## config.mk

```make
export PLATFORM = sky130hd
export DESIGN_NAME = button_conditioner
export DESIGN_NICKNAME = d
export VERILOG_FILES = /design/src/rtl/img_ctrl_pkg.sv /design/src/rtl/debounce_channel.sv /design/src/rtl/button_conditioner.sv
export SDC_FILE = /design/constraint.sdc
export NUM_CORES = 1
export LEC_CHECK = 0
export CAP_MARGIN = 15
export CORE_UTILIZATION = 35
export CTS_CLUSTER_DIAMETER = 120
export DETAILED_ROUTE_END_ITERATION = 8
export SYNTH_ARGS = -nofsm -noshare
export SYNTH_HDL_FRONTEND = slang
export SYNTH_SLANG_ARGS = --single-unit
```

## constraint.sdc

```tcl
create_clock -name i_clk -period 2.7 [get_ports i_clk]
set_clock_uncertainty 0.2 [all_clocks]
set_input_delay 0.54 -clock i_clk [delete_from_list [all_inputs] [get_ports i_clk]]
set_output_delay 0.54 -clock i_clk [all_outputs]
set_load 0.03 [all_outputs]
```

## src/rtl/img_ctrl_pkg.sv

```systemverilog
// -----------------------------------------------------------------------------
// img_ctrl_pkg
//   Shared constants for the image-control front panel.
//   - BTN_SELECT_MODE / BTN_THRESHOLD : bit indices of the button vector
//     (o_press[BTN_SELECT_MODE] feeds i_select_mode,
//      o_press[BTN_THRESHOLD]   feeds i_threshold).
//   - DEBOUNCE_CYCLES_DEFAULT         : stable-cycle window for the board clock
//     (10 ms at 50 MHz).
// -----------------------------------------------------------------------------
package img_ctrl_pkg;

    localparam int BTN_SELECT_MODE         = 0;
    localparam int BTN_THRESHOLD           = 1;

    localparam int DEBOUNCE_CYCLES_DEFAULT = 500000;

endpackage : img_ctrl_pkg

```

## src/rtl/debounce_channel.sv

```systemverilog
// -----------------------------------------------------------------------------
// debounce_channel
//   One button bit: 2-flop synchroniser, polarity normalisation, stable-window
//   counter, accepted-level register and registered press/release pulses.
// Ports
//   i_clk       in  1  system clock, rising-edge
//   i_reset_n   in  1  asynchronous, active-low reset
//   btn_raw_i   in  1  raw pin, asynchronous to i_clk, may bounce
//   level_o     out 1  debounced level, 1 = pressed
//   press_o     out 1  1-cycle pulse on accepted released->pressed transition
//   release_o   out 1  1-cycle pulse on accepted pressed->released transition
// -----------------------------------------------------------------------------
module debounce_channel
    import img_ctrl_pkg::*;
#(
    parameter int DEBOUNCE_CYCLES = DEBOUNCE_CYCLES_DEFAULT,
    parameter bit ACTIVE_LOW      = 1'b1
) (
    input  logic i_clk,
    input  logic i_reset_n,
    input  logic btn_raw_i,
    output logic level_o,
    output logic press_o,
    output logic release_o
);

    localparam int               CNT_W        = $clog2(DEBOUNCE_CYCLES);
    localparam logic [CNT_W-1:0] CNT_MAX      = CNT_W'(DEBOUNCE_CYCLES - 1);
    // Pin level that means "not pressed" for this board polarity.
    localparam logic             RELEASED_PIN = ACTIVE_LOW;

    logic             sync1_q, sync2_q;
    logic             s;
    logic [CNT_W-1:0] cnt_q, cnt_d;
    logic             stable_q, stable_d;
    logic             press_q, press_d;
    logic             release_q, release_d;

    // NOTE: the synchroniser resets to the released pin level, not to 0, so an
    // idle active-low button does not look like a fresh press after reset.
    // NOTE: every sequential assignment is non-blocking so all flops sample
    // pre-edge values; blocking here would collapse sync1->sync2 into one stage.
    always_ff @(posedge i_clk or negedge i_reset_n) begin
        if (!i_reset_n) begin
            sync1_q <= RELEASED_PIN;
            sync2_q <= RELEASED_PIN;
        end else begin
            sync1_q <= btn_raw_i;
            sync2_q <= sync1_q;
        end
    end

    // Normalised sample: 1 = pressed regardless of pin polarity.
    assign s = sync2_q ^ ACTIVE_LOW;

    // NOTE: every next-state signal gets a default at the top of the block so
    // no path leaves it unassigned and no latch is inferred.
    always_comb begin
        cnt_d     = '0;
        stable_d  = stable_q;
        press_d   = 1'b0;
        release_d = 1'b0;
        if (s != stable_q) begin
            if (cnt_q == CNT_MAX) begin
                // Window complete: accept the new level and emit one pulse.
                stable_d  = s;
                press_d   = s;
                release_d = ~s;
            end else begin
                cnt_d = cnt_q + CNT_W'(1);
            end
        end
        // s == stable_q: any agreeing cycle discards the partial count.
    end

    always_ff @(posedge i_clk or negedge i_reset_n) begin
        if (!i_reset_n) begin
            cnt_q     <= '0;
            stable_q  <= 1'b0;
            press_q   <= 1'b0;
            release_q <= 1'b0;
        end else begin
            cnt_q     <= cnt_d;
            stable_q  <= stable_d;
            press_q   <= press_d;
            release_q <= release_d;
        end
    end

    assign level_o   = stable_q;
    assign press_o   = press_q;
    assign release_o = release_q;

endmodule : debounce_channel

```

## src/rtl/button_conditioner.sv

```systemverilog
// -----------------------------------------------------------------------------
// button_conditioner
//   Turns raw, bouncing board push-buttons into clean debounced levels and
//   single-cycle press/release pulses. Channels are fully independent.
// Ports
//   i_clk      in  1          system clock, rising-edge
//   i_reset_n  in  1          asynchronous, active-low reset
//   i_btn_raw  in  N_BUTTONS  raw button pins, asynchronous, may bounce
//   o_level    out N_BUTTONS  debounced level, 1 = pressed
//   o_press    out N_BUTTONS  1-cycle pulse on accepted press
//   o_release  out N_BUTTONS  1-cycle pulse on accepted release
// -----------------------------------------------------------------------------
module button_conditioner
    import img_ctrl_pkg::*;
#(
    parameter int N_BUTTONS       = 2,
    parameter int DEBOUNCE_CYCLES = DEBOUNCE_CYCLES_DEFAULT,
    parameter bit ACTIVE_LOW      = 1'b1
) (
    input  logic                 i_clk,
    input  logic                 i_reset_n,
    input  logic [N_BUTTONS-1:0] i_btn_raw,
    output logic [N_BUTTONS-1:0] o_level,
    output logic [N_BUTTONS-1:0] o_press,
    output logic [N_BUTTONS-1:0] o_release
);

    for (genvar g = 0; g < N_BUTTONS; g++) begin : g_chan
        debounce_channel #(
            .DEBOUNCE_CYCLES (DEBOUNCE_CYCLES),
            .ACTIVE_LOW      (ACTIVE_LOW)
        ) u_chan (
            .i_clk     (i_clk),
            .i_reset_n (i_reset_n),
            .btn_raw_i (i_btn_raw[g]),
            .level_o   (o_level[g]),
            .press_o   (o_press[g]),
            .release_o (o_release[g])
        );
    end

endmodule : button_conditioner

```

==> results.yml, run 1 <==
clock_network:
  clock_path_buffers: 2
  clkSlewWorstSetupHoldPaths_ns: 0.09
  tritoncts: "done"
  post_cts_buffers: 0
  root_buffer: "clkbuf_8"
  clock_latency_ns: 0.30
  cts-resized-gates: 0
  cts_sinks: 48
  numCtsBuffers: 5
  h-tree-depth: 2
  hold_buffers: 0
critical_path:
  worst-r2r-cell-count: 5
  required_ns: 1.96
  worst_r2r_endpoint: "g_chan[1].u_chan.cnt_q[18]$_DFF_PN0_"
  crit_chain: "clkdlybuf4s50_1"
  worstSetupPathType: "flop to primary output"
  cp.buffers_inverters: 1
  crit_family: "buffers and inverters"
  cp_data_arrival_time_ns: 1.42
  regToRegSetupSlack_ns: 0.63
  crit_path_start_kind: "flop"
  critPathCaptureType: "primary output"
  reg2reg_from: "g_chan[1].u_chan.cnt_q[0]$_DFF_PN0_"
  critPathMaxFanout: 5
  slowest_stage: "clkdlybuf4s50_1"
  max_stage_delay_ns: 0.70
timing:
  fmax_mhz: 462
  slew_violations: 0
  rsz0062_at_grt: "no"
  final.setup.tns_ns: 0
  relSlewSlack_pct: 64.4
  hold_viol: 0
  worstMarginPinSlew_ns: 0.530
  setup_violations: 0
  fin_crit_sh_pct: 80.2
  fin_crit_ns: 2.16
grt:
  grt_pass1_wl_mm: 7.20
  grt_pass1_vias: 1528
  grt_max_degree: 27
  track_usage_pct: 12.8
  grt_antenna_before_repair: 0
  grt_overflow: 0
drt:
  drtAntennaViolNets: 0
  wirelength_mm: 4.01
  via_per_inst: 5.05
  first_pass_iters: 4
  dr.first_iter.drc_count: 173
  drcViolationCount: 0
  avgRoutedWirePerCell_microns: 12.9
  vias: 1570
pwr:
  power_density_mw_per_mm2: 480
  leakage_nw: 1.01
  ir_drop_uv: 359
cells_and_area:
  area_delta_synth_final_pct: 10.9
  drive_gt1_share_pct: 9.40
  layout.nets: 239
  antennaDiodeCount: 0
  fin_cells: 311
run_status:
  status: "completed"
synthesis:
  synth_cell_type_count: 35
  yosys_most_used_dff: "dfrtp_1"
  async_reset_ff_share_pct: 100
  syn_inst: 222
  yosysWarningCount: 0
  synth_edf_count: 0
  netlist_area_sq_mm: 0.00230
  synth-seq-cells: 48
  synth_nets: 228
  synth_seq_area_share_pct: 52.3
  syn_area_per_cell_sq_um: 10.4
place:
  dp_cells: 303
  hpwl_mm: 2.81
  gp_congestion: 0.849
  portBuffers: 9
die:
  start_util_pct: 36.3
  die_h_microns: 83.1
  dieArea_sq_mm: 0.00691
  coreArea_sq_mm: 0.00635
  io-pin-count: 10
  rows: 29
  die_w_microns: 83.1
run:
  cap_violations: 0
worst_hold_path:
  hold_path.class: "primary input to async pin"
## layer usage
layer	track usage, %	share of wire, %	wire length (microns)	vias to the layer above
met5	0	0	0	-
met4	5.96	2.0	79	0
met3	1.89	3.9	156	8
met2	19.1	44	1770	39
met1	18.2	50	2010	730
li1	-	-	-	793
## worst register-to-register path, delay by kind of cell, from the launching register on
kind | cells | cell delay (ns)
simple gates | 3 | 1.06
flops | 1 | 0.40
fa+ha+maj | 1 | 0.21
compound gates | 1 | 0.14
## cells by family (layout without fill, tap and decap cells)
group                      Yosys count  count (layout)  share of synthesized area (%)
DFF                                 48              48                           52.3
adders and majority gates            2               2                           1.09
and+or+nand+nor                    109             109                           25.5
muxes                                2               2                          0.869
xor gates and xnor gates            30              30                           11.4
buffers and inverters               17              29                           4.18
AOI/OAI and AO/OA                   14              14                           4.67
## report_power, final
| group | leakage [nW] | total (W) | switching [W] | internal [W] |
|---|---|---|---|---|
| Combinational | 0.313 | 0.0000484 | 0.0000301 | 0.0000183 |
| Sequential | 0.652 | 0.000741 | 0.00000996 | 0.000731 |
| Clock | 0.0445 | 0.000437 | 0.000229 | 0.000208 |
| Total | 1.01 | 0.00123 | 0.000269 | 0.000958 |
## area by class of cell
| class | count | area, sq um |
|---|---|---|
| well taps | 77 | 96.3 |
| inverters | 8 | 30.0 |
| clock inverters | 1 | 7.51 |
| repair buffers | 13 | 128 |
| fillers | 598 | 3790 |
| multi-input cells | 157 | 1000 |
| clock buffers | 7 | 86.3 |
| flip-flops and latches | 48 | 1210 |
## layout by cell type, fill, tap and decap left out, types with 6 or more instances in the layout
| cell | netlist | layout |
|---|---|---|
| nor2_1 | 35 | 35 |
| dfrtp_1 | 44 | 44 |
| xor2_1 | 7 | 7 |
| nor4_1 | 9 | 9 |
| nand4_1 | 10 | 10 |
| xnor2_1 | 23 | 23 |
| nor3_1 | 8 | 8 |
| a21oi_1 | 6 | 6 |
| nand3_1 | 15 | 15 |
| inv_1 | 8 | 8 |
| clkbuf_8 | 0 | 6 |
| clkdlybuf4s50_1 | 0 | 8 |
| nand2_1 | 9 | 9 |
## synthesized netlist by cell type, types with 3 or more instances
| library cell | instances | share of area [%] |
|---|---|---|
| a21oi_1 | 6 | 1.3 |
| and3_1 | 4 | 1.1 |
| buf_4 | 6 | 2.0 |
| dfrtp_1 | 44 | 48 |
| dfstp_2 | 4 | 4.6 |
| inv_1 | 8 | 1.3 |
| nand2_1 | 9 | 1.5 |
| nand3_1 | 15 | 3.3 |
| nand4_1 | 10 | 2.7 |
| nor2_1 | 35 | 5.7 |
| nor3_1 | 8 | 1.7 |
| nor4_1 | 9 | 2.4 |
| o31ai_1 | 3 | 0.98 |
| or3_1 | 3 | 0.81 |
| or4_1 | 3 | 0.98 |
| xnor2_1 | 23 | 8.7 |
| xor2_1 | 7 | 2.7 |
## stage by stage
stage	total power, W	area (sq um)	utilization [%]	setup WS, ns	hold WS (ns)
floorplan	0.000775	2300	-	0.768	0.0444
global placement	0.000805	2460	38.8	0.675	0.150
detailed placement	0.000805	2460	38.8	0.632	0.147
CTS	0.00125	2560	40.3	0.523	0.0275
global route	0.00128	2560	40.3	0.481	0.0472
finish	0.00123	2560	40.3	0.535	0.00617
## state kept, by name (all words and copies together), names as in the netlist
name	flops
g_chan.u_chan.sync1_q	2
g_chan.u_chan.press_o	2
g_chan.u_chan.sync2_q	2
g_chan.u_chan.level_o	2
g_chan.u_chan.release_o	2
g_chan.u_chan.cnt_q	38
## how the worst max path moves through the flow
stage / from / endpoint / slack (ns) / cells after the start
floorplan: g_chan[1].u_chan.cnt_q[0]$_DFF_PN0_ / g_chan[1].u_chan.cnt_q[18]$_DFF_PN0_ / 0.77 / 5
global placement: g_chan[1].u_chan.cnt_q[0]$_DFF_PN0_ / g_chan[1].u_chan.cnt_q[18]$_DFF_PN0_ / 0.68 / 5
detailed placement: g_chan[1].u_chan.cnt_q[0]$_DFF_PN0_ / g_chan[1].u_chan.cnt_q[18]$_DFF_PN0_ / 0.63 / 5
CTS: g_chan[1].u_chan.level_o$_DFFE_PN0P_ / o_level[1] / 0.52 / 1
global route: g_chan[0].u_chan.level_o$_DFFE_PN0P_ / o_level[0] / 0.48 / 1
finish: g_chan[1].u_chan.level_o$_DFFE_PN0P_ / o_level[1] / 0.54 / 1
Power figures use the tool's default switching activity.
==> inputs of run 2 (changes only) <==
clock period = 1.76 ns   (was 2.7 ns; I/O delays follow)
==> results.yml, run 2 (synthesis results as in run 1) <==
die:
  io-pin-count: 10
  die_h_microns: 83.1
  start_util_pct: 36.3
  dieArea_sq_mm: 0.00691
  coreArea_sq_mm: 0.00635
  rows: 29
  die_w_microns: 83.1
place:
  portBuffers: 9
  hpwl_mm: 3.32
  gp_congestion: 0.810
  dpl-instance-area_sq_mm: 0.00284
  preCtsSetupSlack_ns: -0.152
drt:
  drcViolationCount: 0
  drtAntennaViolNets: 0
  dr.first_iter.drc_count: 100
  first_pass_iters: 5
  avgRoutedWirePerCell_microns: 13.1
  wirelength_mm: 4.76
  vias: 1809
  via_per_inst: 4.98
clock_network:
  cts_sinks: 48
  root_buffer: "clkbuf_8"
  h-tree-depth: 2
  clock_latency_ns: 0.31
  numCtsBuffers: 5
  clkSlewWorstSetupHoldPaths_ns: 0.09
  clock_path_buffers: 2
  tritoncts: "done"
critical_path:
  crit_family: "simple AND/OR/NAND/NOR gates"
  critPathCaptureType: "flop"
  crit_path_start_kind: "flop"
  cp_data_arrival_time_ns: 1.88
  critPathMaxFanout: 2
  startpoint: "g_chan[1].u_chan.cnt_q[0]$_DFF_PN0_"
  required_ns: 1.79
  max_stage_delay_ns: 0.42
  slowest_stage: "or4_4"
  cp.buffers_inverters: 0
  crit_chain: "ha_2 > nand3_2 > or3_4 > or4_4 > a21oi_2"
  reg2reg_from: "g_chan[1].u_chan.cnt_q[0]$_DFF_PN0_"
  worstSetupPathType: "flop to flop"
timing:
  fin_ws_ns: -0.0883
  relSlewSlack_pct: 74.7
  setup_violations: 18
  fin_hold_ws_ns: 0.160
  worstMarginPinSlew_ns: 0.377
  fmax_mhz: 541
  fin_crit_sh_pct: 105
  fin_crit_ns: 1.85
  hold_viol: 0
  slew_violations: 0
  rsz0062_at_grt: "yes"
pwr:
  leakage_nw: 1.30
  ir_drop_uv: 462
  power_density_mw_per_mm2: 626
grt:
  grt_pass1_vias: 1879
  grt_overflow: 0
  grt_busiest_layer: "met2"
  track_usage_pct: 15.1
  grt_antenna_before_repair: 0
  met2_usage_pct: 27.3
  grt_pass1_wl_mm: 8.34
  grt_max_degree: 37
  use_met1_pct: 17.1
  gr-usage-met3_pct: 3.88
cells_and_area:
  largest_register_ffs: 38
  drive_gt1_share_pct: 38.5
  fillers: 557
  final_common_cell: "buf_4"
  stdcell_area_sq_mm: 0.00313
  seqCellArea_sq_mm: 0.00121
  layout_common_cells: "buf_4, dfrtp_1, xnor2_1"
  layout.nets: 291
  area_delta_synth_final_pct: 35.7
  regMostFlops: "g_chan.u_chan.cnt_q"
  antennaDiodeCount: 0
  multi_input_area_sq_mm: 0.00118
run:
  cap_violations: 0
worst_hold_path:
  hold_path.class: "flop to flop"
  min_from: "g_chan[1].u_chan.sync1_q$_DFF_PN1_"
run_status:
  violations: "setup timing"
  status: "complete, but fails checks"
run 2: power by group:
| group | switching [W] | internal [W] | leakage [nW] | total (W) |
|---|---|---|---|---|
| logic | 0.0000632 | 0.0000566 | 0.600 | 0.000120 |
| clock network | 0.000380 | 0.000320 | 0.0445 | 0.000700 |
| registers | 0.0000150 | 0.00112 | 0.652 | 0.00114 |
| total | 0.000458 | 0.00150 | 1.30 | 0.00196 |
run 2: timing repair:
action / 4_1_cts / 5_1_grt
pin swaps: 12 / 6
endpoints found under the hold margin: 12 / 0
hold buffers: 1 / 0
setup buffers: 7 / 0
setup endpoints to repair: 38 / 43
resized for setup: 17 / 27
run 2: worst register-to-register path: stages, from the launching register on:
cell     delay (ns)
dfrtp_1        0.36
ha_2           0.19
nand3_2        0.08
or3_4          0.37
or4_4          0.42
a21oi_2        0.15
run 2: final timing paths:
| check | to | slack, ns | cells past startpoint |
|---|---|---|---|
| max | g_chan[1].u_chan.cnt_q[18]$_DFF_PN0_ | -0.09 | 5 |
| min | g_chan[1].u_chan.sync2_q$_DFF_PN1_ | 0.16 | 0 |
| max reg2reg | g_chan[1].u_chan.cnt_q[18]$_DFF_PN0_ | -0.09 | 5 |
| min reg2reg | g_chan[1].u_chan.sync2_q$_DFF_PN1_ | 0.16 | 0 |
| max in group asynchronous | g_chan[1].u_chan.sync1_q$_DFF_PN1_ | 0.54 | 3 |
| min in group asynchronous | g_chan[0].u_chan.press_o$_DFF_PN0_ | 0.26 | 2 |
run 2: through the flow:
stage	cells	utilization [%]	setup TNS (ns)	power, W
floorplan	222	-	-0.716	0.00120
global placement	347	44.7	-0.604	0.00126
detailed placement	347	44.7	-0.877	0.00126
CTS	363	47.7	-0.399	0.00199
global route	363	49.2	-4.78	0.00204
finish	363	49.2	-0.544	0.00196
run 2: area by class of cell:
cell class | instances | area share (%)
flip-flops and latches | 48 | 38.6
multi-input cells | 157 | 37.6
repair buffers | 65 | 16.8
well taps | 77 | 3.08
clock buffers | 7 | 2.76
inverters | 8 | 0.960
clock inverters | 1 | 0.240
run 2: per-layer routing:
| metal | wire length, microns | share of wire [%] |
|---|---|---|
| met1 | 2070 | 44 |
| met2 | 2460 | 52 |
| met3 | 151 | 3.2 |
| met4 | 78 | 1.6 |
| met5 | 0 | 0 |
